==> config.mk <==
export PLATFORM = sky130hd
export DESIGN_NAME = dev_button
export DESIGN_NICKNAME = d
export VERILOG_FILES = /design/src/rtl/dev_button.sv
export SDC_FILE = /design/constraint.sdc
export NUM_CORES = 1
export LEC_CHECK = 0
export BUFFER_PORTS_ARGS = -buffer_cell sky130_fd_sc_hd__buf_2
export CORE_MARGIN = 5
export CORE_UTILIZATION = 51
export DETAILED_ROUTE_END_ITERATION = 10
export PLACE_DENSITY = 0.76
export SLEW_MARGIN = 10
export SYNTH_ARGS = -nofsm -noshare
export SYNTH_HDL_FRONTEND = slang
export SYNTH_SLANG_ARGS = --single-unit
==> constraint.sdc <==
create_clock -name clk -period 3.65 [get_ports clk]
set_clock_uncertainty 0.15 [all_clocks]
set_input_delay 0.73 -clock clk [delete_from_list [all_inputs] [get_ports clk]]
set_output_delay 0.73 -clock clk [all_outputs]
set_load 0.1 [all_outputs]
==> src/rtl/dev_button.sv <==
// Push-button input device: two-flop synchroniser, debounce, press/release/long-press
// detection and a single-entry event register. Define DEV_BUTTON_REPEAT_EN for long-press auto-repeat.
module dev_button #(
    parameter int unsigned CLK_FREQ   = 12_000_000,
    parameter int unsigned DEBOUNCE   = CLK_FREQ / 100,
    parameter int unsigned LONG       = CLK_FREQ,
    parameter int unsigned REPEAT     = CLK_FREQ / 8,
    parameter bit          ACTIVE_LOW = 1'b1
) (
    input  logic       clk,
    input  logic       rst_n,
    input  logic       pin,
    output logic       level,
    output logic       ev_valid,
    output logic [1:0] ev_code,
    input  logic       ev_ack,
    output logic       overflow
);

    localparam int unsigned DB_W   = $clog2(DEBOUNCE + 1);
    localparam int unsigned HOLD_W = $clog2(LONG + 1);

    localparam logic [1:0] EV_NONE    = 2'd0;
    localparam logic [1:0] EV_PRESS   = 2'd1;
    localparam logic [1:0] EV_RELEASE = 2'd2;
    localparam logic [1:0] EV_LONG    = 2'd3;

    if (CLK_FREQ == 0 || DEBOUNCE == 0 || LONG < 2 || REPEAT == 0) begin : g_param_check
        $error("dev_button: CLK_FREQ, DEBOUNCE and REPEAT must be nonzero and LONG at least 2");
    end

    logic              sync_q1;
    logic              sync_q2;
    logic              raw_c;
    logic [DB_W-1:0]   db_cnt;
    logic              level_q;
    logic [HOLD_W-1:0] hold_cnt;
    logic              long_c;
    logic [1:0]        ev_new_c;
    logic              have_c;

    // Synchroniser idles at the released pin value so a held button still reads as a fresh press
    always_ff @(posedge clk or negedge rst_n) begin
        if (!rst_n) begin
            sync_q1 <= ACTIVE_LOW;
            sync_q2 <= ACTIVE_LOW;
        end else begin
            sync_q1 <= pin;
            sync_q2 <= sync_q1;
        end
    end

    assign raw_c = sync_q2 ^ ACTIVE_LOW;

    // Accept a new level only after DEBOUNCE consecutive disagreeing samples
    always_ff @(posedge clk or negedge rst_n) begin
        if (!rst_n) begin
            db_cnt <= '0;
            level  <= 1'b0;
        end else if (raw_c == level) begin
            db_cnt <= '0;
        end else if (db_cnt == DB_W'(DEBOUNCE - 1)) begin
            db_cnt <= '0;
            level  <= raw_c;
        end else begin
            db_cnt <= db_cnt + DB_W'(1);
        end
    end

    // Saturating press duration; passes LONG-1 exactly once per press
    always_ff @(posedge clk or negedge rst_n) begin
        if (!rst_n) begin
            level_q  <= 1'b0;
            hold_cnt <= '0;
        end else begin
            level_q <= level;
            if (!level) begin
                hold_cnt <= '0;
            end else if (hold_cnt != HOLD_W'(LONG)) begin
                hold_cnt <= hold_cnt + HOLD_W'(1);
            end
        end
    end

`ifdef DEV_BUTTON_REPEAT_EN
    localparam int unsigned REP_W = $clog2(REPEAT + 1);

    logic [REP_W-1:0] rep_cnt;
    logic             rep_fire_c;

    assign rep_fire_c = level && (hold_cnt == HOLD_W'(LONG)) && (rep_cnt == REP_W'(REPEAT - 1));

    // Repeat period starts once the hold counter has saturated, i.e. the cycle after the first LONG
    always_ff @(posedge clk or negedge rst_n) begin
        if (!rst_n) begin
            rep_cnt <= '0;
        end else if (!level || hold_cnt != HOLD_W'(LONG) || rep_fire_c) begin
            rep_cnt <= '0;
        end else begin
            rep_cnt <= rep_cnt + REP_W'(1);
        end
    end

    assign long_c = (level && (hold_cnt == HOLD_W'(LONG - 1))) || rep_fire_c;
`else
    assign long_c = level && (hold_cnt == HOLD_W'(LONG - 1));
`endif

    // Release has priority over a coincident long-press
    always_comb begin
        ev_new_c = EV_NONE;
        if (!level && level_q) begin
            ev_new_c = EV_RELEASE;
        end else if (level && !level_q) begin
            ev_new_c = EV_PRESS;
        end else if (long_c) begin
            ev_new_c = EV_LONG;
        end
    end

    assign have_c = (ev_new_c != EV_NONE);

    // Single pending event; a new event while one is unacknowledged is dropped and flagged
    always_ff @(posedge clk or negedge rst_n) begin
        if (!rst_n) begin
            ev_valid <= 1'b0;
            ev_code  <= EV_NONE;
            overflow <= 1'b0;
        end else begin
            if (have_c && (!ev_valid || ev_ack)) begin
                ev_valid <= 1'b1;
                ev_code  <= ev_new_c;
            end else if (ev_ack) begin
                ev_valid <= 1'b0;
                ev_code  <= EV_NONE;
            end

            if (have_c && ev_valid && !ev_ack) begin
                overflow <= 1'b1;
            end else if (ev_ack && ev_valid) begin
                overflow <= 1'b0;
            end
        end
    end

endmodule

# After elaboration in Yosys (flattened, before gate mapping)
# Cells that the tools add are included.
[totals]
ff_bits = 49
input_bits = 4
output_inout_bits = 5
elab_cells = 47
[classes]
n_addsub = 2
eq_ne = 5
mux = 13
bitwise_logic = 2
reduce_logical = 16
[ops]
columns = ["op", "count"]
rows = [
  ["24-bit 2-to-1 mux", 2],
  ["17-bit 2-to-1 mux", 2],
  ["24-bit by 1-bit adder with 24-bit output, second input constant", 1],
  ["24-bit equality test, second input constant", 1],
  ["24-bit inequality test, second input constant", 1],
  ["17-bit by 1-bit adder with 17-bit output, second input constant", 1],
  ["17-bit equality test, second input constant", 1],
  ["2-bit 2-to-1 mux", 5],
  ["1-bit logical AND", 7],
  ["2-bit nonzero test", 3],
  ["1-bit zero test", 4],
  ["1-bit 2-to-1 mux", 4],
  ["2-bit by 1-bit inequality test with 1-bit output, second input constant", 1],
  ["1-bit inverter", 2],
  ["2-bit AND reduction", 1],
  ["1-bit equality test", 1],
  ["1-bit logical OR", 1],
]

# Logic depth before layout (Yosys ltp)
# Gate-level depths: netlist (run 1).
[logic_depth]
word_depth = 9
ltp_mapped = 7
ltp_nobuf = 5

# Worst setup path before layout (run 1)
# No wires, ideal clock.
[synth_timing]
kind = "reg-to-reg"
start = "reg ev_valid"
end = "reg ev_code[1]"
setup_ps = 99
arrival_time_ps = 1781
required_ps = 3401
path_slack_ps = 1620
stages_incl_launch_ff = 5
path_buffers = 0
synth_period_minus_slack_ps = 2030
path_cell_list = "dfrtp_1 > nand2b_1 > a211oi_1 > a311oi_1 > a311oi_1"
[synth_between]
elab_chain_len = 4
elab_cells_between_ends = 5
classes_between = "1 x mux; 4 x reduce/logical"
[synth_rtl]
columns = ["item", "line_no", "text"]
rows = [
  ["from (decl)", "14", "output logic ev_valid,"],
  ["from (signal assigned)", "126", "ev_valid <= 1'b0;"],
  ["from (signal assigned)", "131", "ev_valid <= 1'b1;"],
  ["from (signal assigned)", "134", "ev_valid <= 1'b0;"],
  ["1-bit zero test *", "130", "if (have_c && (!ev_valid || ev_ack)) begin"],
  ["1-bit logical OR *", "130", ""],
  ["1-bit logical AND *", "130", ""],
  ["2-bit 2-to-1 mux / 2-bit nonzero test (equally long branches)", "--", ""],
  ["to (signal assigned)", "132", "ev_code <= ev_new_c;"],
  ["to (decl)", "15", "output logic [1:0] ev_code,"],
]
# Every way passes the cells marked *; elsewhere a longest branch is shown, timed or not.
# A chain may end at the register's enable or synchronous reset.

# Worst setup path after layout (run 1)
[layout_timing]
start = "reg level"
end = "out level"
[layout_rtl]
columns = ["item", "line_no", "text"]
rows = [
  ["from (decl)", "13", "output logic level,"],
  ["from (signal assigned)", "64", "level <= raw_c;"],
]
# No word-level cell between the ends.

==> flow_metrics.env, run 1 <==
export IMPL_setup_viol=0
export IMPL_cts_resized=0
export IMPL_place_congestion=0.838
export IMPL_min_from="sync_q1$_DFF_PN1_"
export IMPL_hold_viol_final=0
export IMPL_synthesis_area_um2=2540
export IMPL_r2r_end="db_cnt[8]$_DFF_PN0_"
export IMPL_tightestPinTransition_ns=0.684
export IMPL_synth_area_leaders="dfrtp_1, xnor2_1, nor2_1, xor2_1, nand2_1"
export IMPL_drt_iter0_drc=124
export IMPL_io_buffers=8
export IMPL_synth_ff_type="dfrtp_1"
export IMPL_routed_wirelength_um=4580
export IMPL_syn_inst=258
export IMPL_area_delta_synth_final_pct=6.21
export IMPL_p_per_area_nw_per_um2=329
export IMPL_nets=270
export IMPL_path_clk_slew_ns=0.08
export IMPL_r2r_slack_ns=1.54
export IMPL_final_util_pct=56.4
export IMPL_status="complete, no violations"
export IMPL_crit_family="flip-flops"
export IMPL_rsz0062_at_grt="false"
export IMPL_postSynth_asyncResetShare_pct=100
export IMPL_antennaDiodeCount=0
export IMPL_worstHoldPathCells=0
export IMPL_drv_cap=0
export IMPL_yosysTopAreaCellShare_pct=46.3
export IMPL_worstHoldEndpoint="sync_q2$_DFF_PN1_"
export IMPL_cp_start_kind="flip-flop"
export IMPL_grt_pass1_vias=1880
export IMPL_die_x_um=80.6
export IMPL_cts_tree="built"
export IMPL_crit_chain="buf_2"
export IMPL_cts_setup_buffers=0
export IMPL_yosysSeqAreaShare_pct=48.4
export IMPL_r2r_cells=5
export IMPL_tns_ns=0
export IMPL_clock_latency_ns=0.30
export IMPL_worstReg2RegStart="db_cnt[0]$_DFF_PN0_"
export IMPL_clockBufferDepth=2
export IMPL_cp_slowest_cell="dfrtp_1"
export IMPL_critical_path_max_fanout=17
export IMPL_cts_sinks=49
export IMPL_synth_edff_count=0
export IMPL_die_h_um=80.6
export IMPL_core_um2=4790
export IMPL_cts_buffers_inserted=5
export IMPL_ys_types=43
export IMPL_p_sw_share_pct=20.8
export IMPL_htree_levels=2
export IMPL_avgViaCountPerCell=5.55
export IMPL_grt_max_degree=50
export IMPL_slew_violations=0
export IMPL_hp_class="flip-flop to flip-flop"
export IMPL_ys_seq_elements=49
export IMPL_vias=1833
export IMPL_rows=25
export IMPL_max_clock_freq_mhz=418
export IMPL_root_buffer="clkbuf_8"
export IMPL_avgSynthCellArea_um2=9.84
export IMPL_p_leak_nw=1.07
export IMPL_critical_path_max_stage_delay_ns=0.69
export IMPL_relSlewSlack_pct=54.4
export IMPL_grt_usage_pct=16.6
export IMPL_grt_pass1_wl_um=8500
export IMPL_worstPathRequired_ns=2.77
export IMPL_firstDrtPassIters=4
export IMPL_p_int_mw=0.703
export IMPL_p_switching_mw=0.184
export IMPL_fin_crit_sh_pct=65.5
export IMPL_die_area_um2=6490
export IMPL_endpoint_kind="primary output"
export IMPL_clockPowerShare_pct=35.5
export IMPL_peakVddDrop_mv=0.204
export IMPL_gr_total_overflow=0
export IMPL_drc=0
export IMPL_ant_nets=0
export IMPL_seqPwrFrac_pct=62.1
export IMPL_antenna_found_initial=0
export IMPL_ys_warn_count=0
export IMPL_worstPathArrival_ns=1.51
export IMPL_crit_type="flip-flop to primary output"
export IMPL_cts_hold_buf=0
export IMPL_path_buf_inv=1
export IMPL_combPwrFrac_pct=2.4
export IMPL_wire_per_inst_um=13.9
export IMPL_drive_gt1_share_pct=9.13
export IMPL_place_hpwl_um=3150
export IMPL_start_util_pct=53.1
export IMPL_finalCriticalPeriod_ns=2.39
export IMPL_yosys_area_top_type="dfrtp_1"
export IMPL_synth_nets=265
export IMPL_ios=9
==> power groups by stage <==
stage               Sequential, mW  Clock [mW]  Combinational (mW)
floorplan                    0.561           0             0.00841
detailed placement           0.561           0              0.0226
global placement             0.561           0              0.0222
CTS                          0.551       0.331              0.0225
finish                       0.550       0.315              0.0215
global route                 0.551       0.351              0.0261
==> how the worst max path moves through the flow <==
stage                                  end            startpoint  cells past startpoint  slack (ns)
global route                         level     level$_DFFE_PN0P_                      1        1.16
CTS                                  level     level$_DFFE_PN0P_                      1        1.24
global placement                     level     level$_DFFE_PN0P_                      1        1.59
finish                               level     level$_DFFE_PN0P_                      1        1.26
detailed placement    db_cnt[15]$_DFF_PN0_   db_cnt[0]$_DFF_PN0_                      5        1.54
floorplan           ev_code[1]$_DFFE_PN0P_  ev_valid$_DFFE_PN0P_                      4        1.62
==> synth_stat cells, types with 4 or more instances <==
master    count
nor4_1        4
xor2_1       13
nor3_1        5
dfrtp_1      47
inv_1        10
o31ai_1       5
nand4_1      11
and3_1        5
clkbuf_1      5
mux2i_1       5
o21ai_0       5
nor2_1       35
nand2b_1      4
nand2_1      21
or3_1         5
and4_1        8
nand3_1      10
a21oi_1       9
xnor2_1      16
==> layer usage <==
metal / track usage, % / wire length [um] / vias up
li1: - / - / 919
met1: 20.3 / 2170 / 887
met2: 28.1 / 2200 / 20
met3: 3.92 / 141 / 7
met4: 6.59 / 70 / 0
met5: 0 / 0 / -
==> flip-flops by register name, summed over array words and instances (netlist names) <==
| name | flops |
|---|---|
| ev_valid | 1 |
| level_q | 1 |
| sync_q1 | 1 |
| ev_code | 2 |
| level | 1 |
| hold_cnt | 24 |
| overflow | 1 |
| sync_q2 | 1 |
| db_cnt | 17 |
==> metrics by stage <==
stage / cells / area, um^2 / hold slack, ns / power (mW) / setup WS [ns]
2_1_floorplan: 258 / 2540 / 0.195 / 0.569 / 1.62
3_3_place_gp: 323 / 2610 / 0.196 / 0.583 / 1.59
3_5_place_dp: 323 / 2610 / 0.197 / 0.584 / 1.54
4_1_cts: 330 / 2700 / 0.209 / 0.904 / 1.24
5_1_grt: 330 / 2700 / 0.210 / 0.929 / 1.16
6_report: 330 / 2700 / 0.208 / 0.887 / 1.26
==> logic make-up (layout without fill, tap and decap cells) <==
kind of cell / count (synthesis) / in the layout / share of synthesized area (%)
muxes: 5 / 5 / 1.97
DFF: 49 / 49 / 48.4
buffers and inverters: 20 / 25 / 3.65
AOI/OAI and AO/OA: 25 / 25 / 6.06
and+or+nand+nor: 127 / 127 / 28.5
xor gates and xnor gates: 29 / 29 / 10.0
adders and majority gates: 3 / 3 / 1.48
==> area by class of cell <==
cell class / count / area, um^2
inverter: 10 / 37.5
multi-input combinational: 189 / 1220
fill: 423 / 2090
sequential: 49 / 1230
tap: 67 / 83.8
clock buffer: 7 / 86.3
timing repair buffer: 8 / 42.5
==> layout by cell type, fill, tap and decap left out, types with 2 or more instances in the layout <==
| cell | Yosys | routed |
|---|---|---|
| nand3_1 | 10 | 10 |
| nand4bb_1 | 2 | 2 |
| dfrtp_1 | 47 | 47 |
| or3_1 | 5 | 5 |
| and4_1 | 8 | 8 |
| nand2_1 | 21 | 21 |
| nor3_1 | 5 | 5 |
| a21oi_1 | 9 | 9 |
| and3_1 | 5 | 5 |
| o31ai_1 | 5 | 5 |
| or4_1 | 3 | 3 |
| xnor2_1 | 16 | 16 |
| nand2b_1 | 4 | 4 |
| ha_1 | 3 | 3 |
| clkbuf_8 | 0 | 6 |
| dfstp_2 | 2 | 2 |
| nor2_1 | 35 | 35 |
| mux2i_1 | 5 | 5 |
| o21ai_0 | 5 | 5 |
| xor2_1 | 13 | 13 |
| and2_1 | 2 | 2 |
| a311oi_1 | 2 | 2 |
| and4b_1 | 2 | 2 |
| nor4_1 | 4 | 4 |
| buf_2 | 2 | 7 |
| inv_1 | 10 | 10 |
| nand4_1 | 11 | 11 |
(Power assumes the default switching activity.)
==> run 2: changes to the inputs <==
clock period = 2.3 ns   (was 3.65 ns; I/O delays follow)
==> run 2 against run 1 <==
Sequential power increased by 59%. Routed wire length increased by 7.3%. Highest routed layer unchanged. Final area is 2.9% higher. Utilization is 1.6 points higher. Critical path type is now flip-flop to flip-flop.
==> flow_metrics.env, run 2 (synthesized netlist as in run 1, its figures left out) <==
export IMPL_relSlewSlack_pct=67.6
export IMPL_drt_iter0_drc=123
export IMPL_peakVddDrop_mv=0.326
export IMPL_endpoint_kind="flip-flop"
export IMPL_path_buf_inv=0
export IMPL_wire_per_inst_um=14.6
export IMPL_place_hpwl_um=3410
export IMPL_routed_wirelength_um=4910
export IMPL_drv_cap=0
export IMPL_antennaDiodeCount=0
export IMPL_grt_pass1_wl_um=8280
export IMPL_die_x_um=80.6
export IMPL_critical_path_max_fanout=6
export IMPL_htree_levels=2
export IMPL_p_per_area_nw_per_um2=543
export IMPL_worstPathArrival_ns=2.13
export IMPL_tightestPinTransition_ns=0.489
export IMPL_io_buffers=8
export IMPL_timing_hold_ws_ns=0.111
export IMPL_cp_slowest_cell="or3b_2"
export IMPL_fin_crit_sh_pct=89.1
export IMPL_hold_viol_final=0
export IMPL_crit_family="simple AND/OR/NAND/NOR gates"
export IMPL_firstDrtPassIters=4
export IMPL_cp_start_kind="flip-flop"
export IMPL_crit_start="hold_cnt[12]$_DFFE_PN0P_"
export IMPL_grt_max_degree=50
export IMPL_cp_num_cells=4
export IMPL_layout_common_cells="dfrtp_1, nor2_1, nand2_1"
export IMPL_setup_viol=0
export IMPL_slew_violations=0
export IMPL_r2r_end="hold_cnt[0]$_DFFE_PN0P_"
export IMPL_grt_pass1_vias=1849
export IMPL_clock_latency_ns=0.30
export IMPL_rsz0062_at_grt="false"
export IMPL_final_common_cell="dfrtp_1"
export IMPL_root_buffer="clkbuf_8"
export IMPL_max_clock_freq_mhz=488
export IMPL_nets=276
export IMPL_fill_cells=431
export IMPL_hp_class="input pin to flip-flop"
export IMPL_ios=9
export IMPL_vias=1881
export IMPL_r2r_cells=4
export IMPL_fin_ws_ns=0.250
export IMPL_path_clk_slew_ns=0.09
export IMPL_clockBufferDepth=2
export IMPL_status="complete, no violations"
export IMPL_r2r_slack_ns=0.25
export IMPL_place_congestion=0.836
export IMPL_tns_ns=0
export IMPL_cts_tree="built"
export IMPL_drc=0
export IMPL_final_util_pct=58.0
export IMPL_place_inst=328
export IMPL_antenna_found_initial=0
export IMPL_area_delta_synth_final_pct=9.31
export IMPL_drive_gt1_share_pct=11.1
export IMPL_cts_sinks=49
export IMPL_cts_buffers_inserted=5
export IMPL_die_h_um=80.6
export IMPL_regMostFlops="hold_cnt"
export IMPL_pre_cts_ws_ns=0.314
export IMPL_core_um2=4790
export IMPL_instances_no_fill=337
export IMPL_die_area_um2=6490
export IMPL_worstReg2RegStart="hold_cnt[12]$_DFFE_PN0P_"
export IMPL_grt_usage_pct=16.4
export IMPL_rows=25
export IMPL_crit_type="flip-flop to flip-flop"
export IMPL_avgViaCountPerCell=5.58
export IMPL_start_util_pct=53.1
export IMPL_worstSetupEndpoint="hold_cnt[0]$_DFFE_PN0P_"
export IMPL_crit_chain="or3b_2, nor4_2, and4b_1, mux2i_1"
export IMPL_reg_top3="hold_cnt: 24 flops, db_cnt: 17 flops, ev_code: 2 flops"
export IMPL_critical_path_max_stage_delay_ns=0.48
export IMPL_largest_register_ffs=24
export IMPL_worstPathRequired_ns=2.38
export IMPL_gr_total_overflow=0
export IMPL_finalCriticalPeriod_ns=2.05
export IMPL_ant_nets=0
export IMPL_p_leak_nw=1.11
[run 2: cell types whose count changed in the layout (fill, tap and decap cells not counted), sizes merged]
cell and change:
clkbuf -1, clkinv +1, dlygate4sd3 +1, bufinv +1, buf +5
[run 2: metrics by stage]
stage               instance area [um^2]  power (mW)
finish                              2780        1.51
CTS                                 2780        1.53
global placement                    2660       0.933
detailed placement                  2660       0.934
floorplan                           2540       0.903
global route                        2780        1.57
[run 2: final cells by class]
cell class / count / area (um^2) / share of cell area (%)
clock buffers: 6 / 72.6 / 2.61
multi-input cells: 189 / 1220 / 43.9
repair buffers: 14 / 100 / 3.61
well taps: 67 / 83.8 / 3.02
flip-flops and latches: 49 / 1230 / 44.3
clock inverters: 2 / 35.0 / 1.26
inverters: 10 / 37.5 / 1.35
[run 2: worst min path at each step]
stage / cells after the start / start / to
2_1_floorplan: 0 / rst_n / db_cnt[0]$_DFF_PN0_
3_3_place_gp: 0 / sync_q1$_DFF_PN1_ / sync_q2$_DFF_PN1_
3_5_place_dp: 0 / sync_q1$_DFF_PN1_ / sync_q2$_DFF_PN1_
4_1_cts: 1 / pin / sync_q1$_DFF_PN1_
5_1_grt: 1 / pin / sync_q1$_DFF_PN1_
6_report: 1 / pin / sync_q1$_DFF_PN1_
[run 2: worst reg2reg max path: stages (launching register included)]
cell and delay, ns:
dfrtp_1 0.44, or3b_2 0.48, nor4_2 0.33, and4b_1 0.37, mux2i_1 0.20
[run 2: timing repair]
| action | in CTS | in global routing |
|---|---|---|
| hold buffers | 1 | 0 |
| setup buffers | 0 | 0 |
| resized for setup | 0 | 0 |
| hold endpoints to repair | 37 | 0 |
[run 2: power by group]
| part | internal (mW) | total (mW) | switching (mW) |
|---|---|---|---|
| Clock | 0.323 | 0.591 | 0.269 |
| Combinational | 0.0145 | 0.0428 | 0.0283 |
| Sequential | 0.868 | 0.874 | 0.00597 |
[run 2: metal layers]
layer	up-vias	wire length (um)	global-route usage, %	part of all wire [%]
met3	16	197	3.92	4.0
met1	893	2260	20.2	46
met5	-	0	0	0
met2	42	2320	27.2	47
li1	930	-	-	-
met4	0	133	7.60	2.7
